[config.mk]
export PLATFORM = sky130hd
export DESIGN_NAME = alu_seq
export DESIGN_NICKNAME = d
export VERILOG_FILES = /design/src/rtl/alu_seq.sv
export SDC_FILE = /design/constraint.sdc
export NUM_CORES = 1
export LEC_CHECK = 0
export ABC_AREA = 1
export CORE_MARGIN = 2
export CORE_UTILIZATION = 47
export DETAILED_ROUTE_END_ITERATION = 10
export PLACE_DENSITY_LB_ADDON = 0.15
export SLEW_MARGIN = 15
export SYNTH_ARGS = -nofsm -noshare
export SYNTH_HDL_FRONTEND = slang
export SYNTH_SLANG_ARGS = --single-unit
[constraint.sdc]
create_clock -name clk -period 2.15 [get_ports clk]
set_clock_uncertainty 0.1 [all_clocks]
set_input_delay 0.645 -clock clk [delete_from_list [all_inputs] [get_ports clk]]
set_output_delay 0.645 -clock clk [all_outputs]
set_load 0.02 [all_outputs]
[src/rtl/alu_seq.sv]
// Sequential WIDTH-bit ALU with valid/ready handshakes on both sides.
// Single-cycle logic/arithmetic ops; shifts iterate one bit per clock.
module alu_seq #(
  parameter int WIDTH = 4
) (
  input  logic             clk,
  input  logic             reset,
  input  logic             in_valid,
  output logic             in_ready,
  input  logic [WIDTH-1:0] a,
  input  logic [WIDTH-1:0] b,
  input  logic [2:0]       ctrl,
  output logic             out_valid,
  input  logic             out_ready,
  output logic [WIDTH-1:0] result,
  output logic             zero,
  output logic             carry,
  output logic             overflow
);

  localparam int SH_W = $clog2(WIDTH);

  localparam logic [2:0] OP_AND = 3'b000;
  localparam logic [2:0] OP_OR  = 3'b001;
  localparam logic [2:0] OP_ADD = 3'b010;
  localparam logic [2:0] OP_XOR = 3'b011;
  localparam logic [2:0] OP_SLL = 3'b100;
  localparam logic [2:0] OP_SRL = 3'b101;
  localparam logic [2:0] OP_SUB = 3'b110;
  localparam logic [2:0] OP_SLT = 3'b111;

  typedef enum logic [1:0] {
    ST_IDLE  = 2'b00,
    ST_SHIFT = 2'b01,
    ST_HOLD  = 2'b10
  } state_t;

  state_t r_state;
  state_t w_state_next;

  logic [WIDTH-1:0] r_result;
  logic             r_zero;
  logic             r_carry;
  logic             r_overflow;
  logic [WIDTH-1:0] r_work;
  logic [SH_W-1:0]  r_count;
  logic             r_dir_right;

  logic             w_accept;
  logic [SH_W-1:0]  w_shamt;
  logic             w_is_shift;
  logic             w_start_shift;
  logic             w_shift_last;
  logic             w_sub;
  logic [WIDTH-1:0] w_b_op;
  logic [WIDTH:0]   w_sum;
  logic             w_add_ovf;
  logic             w_less;
  logic [WIDTH-1:0] w_res;
  logic             w_res_carry;
  logic             w_res_ovf;
  logic [WIDTH-1:0] w_work_step;

  assign w_accept      = in_valid && (r_state == ST_IDLE);
  assign w_shamt       = b[SH_W-1:0];
  assign w_is_shift    = (ctrl == OP_SLL) || (ctrl == OP_SRL);
  assign w_start_shift = w_is_shift && (w_shamt != '0);
  assign w_shift_last  = (r_state == ST_SHIFT) && (r_count == SH_W'(1));

  // SUB and SLT share one adder: a + ~b + 1.
  assign w_sub     = (ctrl == OP_SUB) || (ctrl == OP_SLT);
  assign w_b_op    = w_sub ? ~b : b;
  assign w_sum     = {1'b0, a} + {1'b0, w_b_op} + (WIDTH+1)'(w_sub);
  assign w_add_ovf = (a[WIDTH-1] == w_b_op[WIDTH-1]) &&
                     (w_sum[WIDTH-1] != a[WIDTH-1]);
  // Sign of the difference corrected by overflow gives the true signed order.
  assign w_less    = w_sum[WIDTH-1] ^ w_add_ovf;

  always_comb begin
    w_res       = '0;
    w_res_carry = 1'b0;
    w_res_ovf   = 1'b0;
    case (ctrl)
      OP_AND: w_res = a & b;
      OP_OR:  w_res = a | b;
      OP_XOR: w_res = a ^ b;
      OP_ADD, OP_SUB: begin
        w_res       = w_sum[WIDTH-1:0];
        w_res_carry = w_sum[WIDTH];
        w_res_ovf   = w_add_ovf;
      end
      OP_SLT: w_res = {{(WIDTH-1){1'b0}}, w_less};
      OP_SLL, OP_SRL: w_res = a;
      default: w_res = '0;
    endcase
  end

  assign w_work_step = r_dir_right ? (r_work >> 1) : (r_work << 1);

  always_ff @(posedge clk) begin
    if (reset) begin
      r_state <= ST_IDLE;
    end else begin
      r_state <= w_state_next;
    end
  end

  always_comb begin
    w_state_next = r_state;
    in_ready     = 1'b0;
    out_valid    = 1'b0;
    case (r_state)
      ST_IDLE: begin
        in_ready = 1'b1;
        if (in_valid) begin
          w_state_next = w_start_shift ? ST_SHIFT : ST_HOLD;
        end
      end
      ST_SHIFT: begin
        if (r_count == SH_W'(1)) begin
          w_state_next = ST_HOLD;
        end
      end
      ST_HOLD: begin
        out_valid = 1'b1;
        if (out_ready) begin
          w_state_next = ST_IDLE;
        end
      end
      default: w_state_next = ST_IDLE;
    endcase
  end

  always_ff @(posedge clk) begin
    if (reset) begin
      r_result    <= '0;
      r_zero      <= 1'b0;
      r_carry     <= 1'b0;
      r_overflow  <= 1'b0;
      r_work      <= '0;
      r_count     <= '0;
      r_dir_right <= 1'b0;
    end else if (w_accept) begin
      if (w_start_shift) begin
        r_work      <= a;
        r_count     <= w_shamt;
        r_dir_right <= ctrl[0];
      end else begin
        r_result   <= w_res;
        r_zero     <= (w_res == '0);
        r_carry    <= w_res_carry;
        r_overflow <= w_res_ovf;
      end
    end else if (r_state == ST_SHIFT) begin
      r_work  <= w_work_step;
      r_count <= r_count - SH_W'(1);
      if (w_shift_last) begin
        r_result   <= w_work_step;
        r_zero     <= (w_work_step == '0);
        r_carry    <= 1'b0;
        r_overflow <= 1'b0;
      end
    end
  end

  assign result   = r_result;
  assign zero     = r_zero;
  assign carry    = r_carry;
  assign overflow = r_overflow;

endmodule
# After elaboration in Yosys (flattened, before gate mapping)
# Cells that the tools add are included.
# totals
regBits	16
in_bits	15
output_inout_bits	9
wordCells	84
# op_classes
addsub	3
n_eq_ne	17
mux	32
n_bitwise	5
n_reduce_logical	19
# op_table
operator	n
$mux W4	9
$pmux W4 S6	1
$mux W1	14
$mux W2	7
$eq A3 B3 Y1 const B	4
$logic_not A4 Y1	2
$ne A2 B2 Y1 const B	4
$eq A3 B2 Y1 const B	2
$pmux W2 S3	1
$reduce_and A3 Y1	2
$reduce_bool A2 Y1	3
$add A4 B4 Y5	1
$add A5 B1 Y5	1
$and A4 B4 Y4	1
$eq A2 B1 Y1 const B	2
$logic_and A1 B1 Y1	4
$not A4 Y4	1
$or A4 B4 Y4	1
$reduce_and A2 Y1	2
$reduce_or A2 Y1	2
$xor A4 B4 Y4	1
$eq A3 B1 Y1 const B	1
$logic_not A3 Y1	1
$eq A2 B2 Y1 const B	1
other kinds (7)	8

# Depth between registers and ports, before layout
# depth
depth_word	12
mapped_depth	13
depth_no_buf	13

# Least setup slack after synthesis
# OpenSTA, ideal clock, no wires.
# synth_path
kind	input-to-reg
startpoint	in ctrl[2]
endpoint	reg r_zero (netlist: zero)
setup_ns	0.066
arrival_ns	1.983
required_time_ns	1.984
slack_ns	0.001
cell_stages	10
path_buffers	0
cell_sequence	nand2_2 xor2_1 fa_1 nand2_1 nand2_1 nor2_1 nand3_1 a21oi_1 nand3_1 a21oi_2
# synth_via
elab_chain_cells	12
elab_cells_between_ends	26
classes_between	add/sub (2); eq/ne (10); mux (4); bitwise (1); reduce/logical (9)
# synth_rtl
element	line_no	rtl
from (decl)	12	input logic [2:0] ctrl,
$eq A3 B3 Y1	71, 83	
$logic_or A1 B1 Y1	71	assign w_sub = (ctrl == OP_SUB) || (ctrl == OP_SLT);
$mux W4	72	assign w_b_op = w_sub ? ~b : b;
$add A4 B4 Y5	73	assign w_sum = {1'b0, a} + {1'b0, w_b_op} + (WIDTH+1)'(w_sub);
$add A5 B1 Y5	73	
$ne A1 B1 Y1	75	(w_sum[WIDTH-1] != a[WIDTH-1]);
$logic_and A1 B1 Y1	74	assign w_add_ovf = (a[WIDTH-1] == w_b_op[WIDTH-1]) &&
$xor A1 B1 Y1	77	assign w_less = w_sum[WIDTH-1] ^ w_add_ovf;
$pmux W4 S6	83	case (ctrl)
$logic_not A4 Y1	150	r_zero <= (w_res == '0);
$mux W1	144	if (w_start_shift) begin
$mux W1	143	end else if (w_accept) begin
to (signal assigned)	150	
to (signal assigned)	159	r_zero <= (w_work_step == '0);
to (decl)	42	logic r_zero;
# Several ways; a longest one is shown, not always the timed one. The select of a mux whose other input is x is not followed.
# A chain may end at the register's enable or synchronous reset.

# Final worst setup path
# Same ends and word-level chain as after synthesis.

==> load_flow_metrics.sql <==
INSERT INTO impl_metrics (metric_group, metric, value, unit) VALUES
('placed_design', 'post_dp_cell_area', '0.00185', 'sq mm'),
('worst_setup_path', 'worst_setup_path_end_kind', 'flop', ''),
('power_and_ir_drop', 'ir_worst_vdd', '497', 'uV'),
('worst_setup_path', 'max_stage_delay', '0.35', 'ns'),
('final_layout', 'drive_above_1_share', '36.9', '%'),
('final_layout', 'antenna-diode-count', '0', ''),
('timing', 'hold_viol', '0', ''),
('final_layout', 'syn2layout_area_growth', '50.2', '%'),
('worst_setup_path', 'cp_top_family', 'simple AND/OR/NAND/NOR gates', ''),
('detailed_routing', 'vias_per_cell', '5.22', ''),
('grt', 'globalRouteOverflowTotal', '0', ''),
('timing', 'post-route-period-util', '96.3', '%'),
('yosys', 'synthesis.area_per_instance', '6.88', 'sq um'),
('yosys', 'post_synth_instance_area', '0.00131', 'sq mm'),
('clock_tree', 'cts.clk_slew.worst_paths', '0.10', 'ns'),
('power_and_ir_drop', 'p_per_area', '482', 'mW/mm^2'),
('worst_setup_path', 'startpoint_class_of_the_critical_path', 'input port', ''),
('grt', 'grt_first_pass_wirelength', '6060', 'um'),
('yosys', 'synth-seq-area-share', '24.4', '%'),
('grt', 'antenna_found_initial', '0', ''),
('placed_design', 'gp_congestion', '0.835', ''),
('grt', 'vias_in_the_first_global_route', '1454', ''),
('floorplanning', 'chip_height', '56.9', 'um'),
('clock_tree', 'cts.root.buffer_cell', 'sky130_fd_sc_hd__clkbuf_4', ''),
('worst_setup_path', 'timing.setup.critical_path_class', 'in2reg', ''),
('final_layout', 'final_core_util', '72.8', '%'),
('yosys', 'netlist-cell-type-count', '29', ''),
('power_and_ir_drop', 'p_leak', '0.964', 'nW'),
('final_layout', 'fillers', '233', ''),
('timing', 'worst_slew_margin_relative_to_its_limit', '79.4', '%'),
('floorplanning', 'effective_utilization_at_floorplan', '48.5', '%'),
('status', 'outcome', 'finished, final reports clean', ''),
('timing', 'max_slew.worst_pin.slew', '0.309', 'ns'),
('yosys', 'synth_fp_nets', '219', ''),
('detailed_routing', 'remaining_drc_errors', '0', ''),
('worst_setup_path', 'worst_path_max_delay_cell', 'sky130_fd_sc_hd__fa_2', ''),
('floorplanning', 'die_w', '56.9', 'um'),
('floorplanning', 'num_rows', '19', ''),
('yosys', 'synth_area_leaders', 'sky130_fd_sc_hd__dfxtp_1 24%, sky130_fd_sc_hd__ha_1 11%, sky130_fd_sc_hd__nand2_1 8.9%', ''),
('detailed_routing', 'antenna_violating_nets_post_route', '0', ''),
('grt', 'grt_max_degree', '13', ''),
('placed_design', 'dpl.hpwl', '2920', 'um'),
('detailed_routing', 'dr_total_vias', '1494', ''),
('detailed_routing', 'wl', '3700', 'um'),
('yosys', 'netlist.area_leader.share', '24.4', '%'),
('worst_setup_path', 'cp_data_arrival_time', '2.16', 'ns'),
('power_and_ir_drop', 'comb_power_share', '43.5', '%'),
('worst_setup_path', 'worstPathCellList', 'buf_4, nand2_8, nand2_4, and2_4, fa_2, buf_4, nand2_2, nand2_2, nor2_1, nor2_1, nand2_1, a21oi_2, nand3_1, a21oi_2', ''),
('clock_tree', 'holdBufCountCts', '0', ''),
('worst_setup_path', 'critPathRequiredTime', '2.24', 'ns'),
('detailed_routing', 'first_iter_violations', '74', ''),
('detailed_routing', 'wire_per_inst', '12.9', 'um'),
('power_and_ir_drop', 'power.internal', '0.617', 'mW'),
('placed_design', 'buffers_added_on_ports', '23', ''),
('power_and_ir_drop', 'clock_power_share', '21.4', '%'),
('job', 'cap_viol_max_count', '0', ''),
('clock_tree', 'cts-buffers-inserted', '3', ''),
('yosys', 'synth_seq_cells', '16', ''),
('floorplanning', 'die-area', '0.00323', 'sq mm'),
('yosys', 'synth_warnings', '0', ''),
('floorplanning', 'total_core_area', '0.00271', 'sq mm'),
('worst_setup_path', 'crit_path_max_fanout', '4', ''),
('power_and_ir_drop', 'power.sequential.fraction', '35.1', '%'),
('hold_path', 'min-delay-path-class', 'reg2reg', ''),
('timing', 'drv_slew', '0', ''),
('timing', 'setup_viol_count_final', '0', ''),
('timing', 'max_freq', '0.483', 'GHz'),
('yosys', 'netlist_instances', '191', ''),
('clock_tree', 'clock_sink_count', '16', ''),
('yosys', 'synth.largest_area_cell', 'sky130_fd_sc_hd__dfxtp_1', ''),
('clock_tree', 'clk_latency', '0.29', 'ns');
## power by group through the flow
| stage | clock network [mW] | logic [mW] | registers [mW] |
|---|---|---|---|
| finish | 0.204 | 0.414 | 0.334 |
| global route | 0.216 | 0.456 | 0.337 |
| CTS | 0.208 | 0.384 | 0.334 |
| detailed placement | 0 | 0.379 | 0.341 |
| global placement | 0 | 0.370 | 0.339 |
| floorplan | 0 | 0.187 | 0.352 |
## per-layer routing
metal  global-route usage [%]  vias up  wire length, um
met1                     29.7      680             1610
met4                     6.64        0               27
met2                     41.4       54             1850
li1                         -      756                -
met3                     4.61        4              203
met5                        0        -                0
## cell usage in the layout (no fill, tap or decap), types with 8 or more instances in the layout
master / count
sky130_fd_sc_hd__nand2_1: 25
sky130_fd_sc_hd__dfxtp_1: 16
sky130_fd_sc_hd__nand3_1: 11
sky130_fd_sc_hd__buf_4: 41
sky130_fd_sc_hd__inv_1: 18
sky130_fd_sc_hd__clkdlybuf4s50_1: 11
sky130_fd_sc_hd__nor2_1: 17
sky130_fd_sc_hd__o21ai_1: 8
sky130_fd_sc_hd__o21ai_0: 11
sky130_fd_sc_hd__ha_1: 11
sky130_fd_sc_hd__inv_2: 12
sky130_fd_sc_hd__a21oi_1: 11
sky130_fd_sc_hd__nand2_2: 9
## cell usage after synthesis
master                     instances
sky130_fd_sc_hd__nand2_1          31
sky130_fd_sc_hd__inv_1            25
sky130_fd_sc_hd__nor2_1           17
sky130_fd_sc_hd__dfxtp_1          16
sky130_fd_sc_hd__a21oi_1          13
sky130_fd_sc_hd__ha_1             12
sky130_fd_sc_hd__nand3_1          12
sky130_fd_sc_hd__o21ai_0          11
sky130_fd_sc_hd__o21ai_1           8
sky130_fd_sc_hd__a31oi_1           5
sky130_fd_sc_hd__inv_2             5
sky130_fd_sc_hd__nand2_2           5
sky130_fd_sc_hd__nand2_4           4
sky130_fd_sc_hd__xor2_1            4
sky130_fd_sc_hd__or2_2             3
sky130_fd_sc_hd__a211oi_1          2
sky130_fd_sc_hd__a21oi_2           2
sky130_fd_sc_hd__and2_1            2
sky130_fd_sc_hd__nand3_2           2
sky130_fd_sc_hd__nor2_4            2
sky130_fd_sc_hd__o211ai_1          2
sky130_fd_sc_hd__buf_2             1
sky130_fd_sc_hd__clkbuf_1          1
sky130_fd_sc_hd__fa_1              1
sky130_fd_sc_hd__nand4_1           1
sky130_fd_sc_hd__nor2_2            1
sky130_fd_sc_hd__nor3b_2           1
sky130_fd_sc_hd__nor4_1            1
sky130_fd_sc_hd__or2_1             1
## worst register-to-register path, delay by kind of cell (launching register included)
kind | cells | cell delay [ns]
AO/OA/AOI/OAI | 2 | 0.24
buffers and inverters | 2 | 0.21
flip-flops | 1 | 0.36
AND/OR/NAND/NOR | 5 | 0.50
## area by class of cell
cell class | count | area, sq um | area share, %
Timing Repair Buffer | 62 | 503 | 25.5
Tap cell | 31 | 38.8 | 1.97
Sequential cell | 16 | 320 | 16.2
Clock buffer | 4 | 36.3 | 1.84
Multi-Input combinational cell | 143 | 962 | 48.8
Inverter | 30 | 113 | 5.71
## stage by stage
step / power (mW) / TNS (ns) / worst slack (ns) / hold WS (ns) / instances
2_1_floorplan: 0.539 / 0 / 0.000701 / 0.350 / 191
3_3_place_gp: 0.709 / -4.13 / -0.558 / 0.353 / 280
3_5_place_dp: 0.720 / -4.89 / -0.623 / 0.367 / 280
4_1_cts: 0.926 / 0 / 0.00550 / 0.381 / 284
5_1_grt: 1.01 / -0.0244 / -0.0244 / 0.412 / 286
6_report: 0.952 / 0 / 0.0792 / 0.379 / 286
## cells by family (layout without fill, tap and decap cells)
family	Yosys count	count (layout)	synth area share, %
compound gates	43	43	18.2
simple gates	83	83	32.6
buf+inv	32	96	9.24
xor+xnor	4	4	2.67
fa+ha+maj	13	13	13.0
flops	16	16	24.4
## path summary, 6_finish.rpt
kind,cells after the start,startpoint,slack [ns],endpoint
worst max-delay path,14,ctrl[2],0.08,zero
worst min-delay path,2,overflow,0.38,overflow
worst max register to register,9,r_state[0],0.67,zero
worst min register to register,2,overflow,0.38,overflow
## flip-flops by register name, indices dropped and copies added, names as in the netlist
register     cells
r_work           4
result           4
r_count          2
r_state          2
carry            1
overflow         1
r_dir_right      1
zero             1
## timing repair
action,CTS,global route
buffers inserted,0,2
setup endpoints to repair,9,6
pin swaps,13,12
gates resized for setup,29,24
Power figures use the tool's default switching activity.
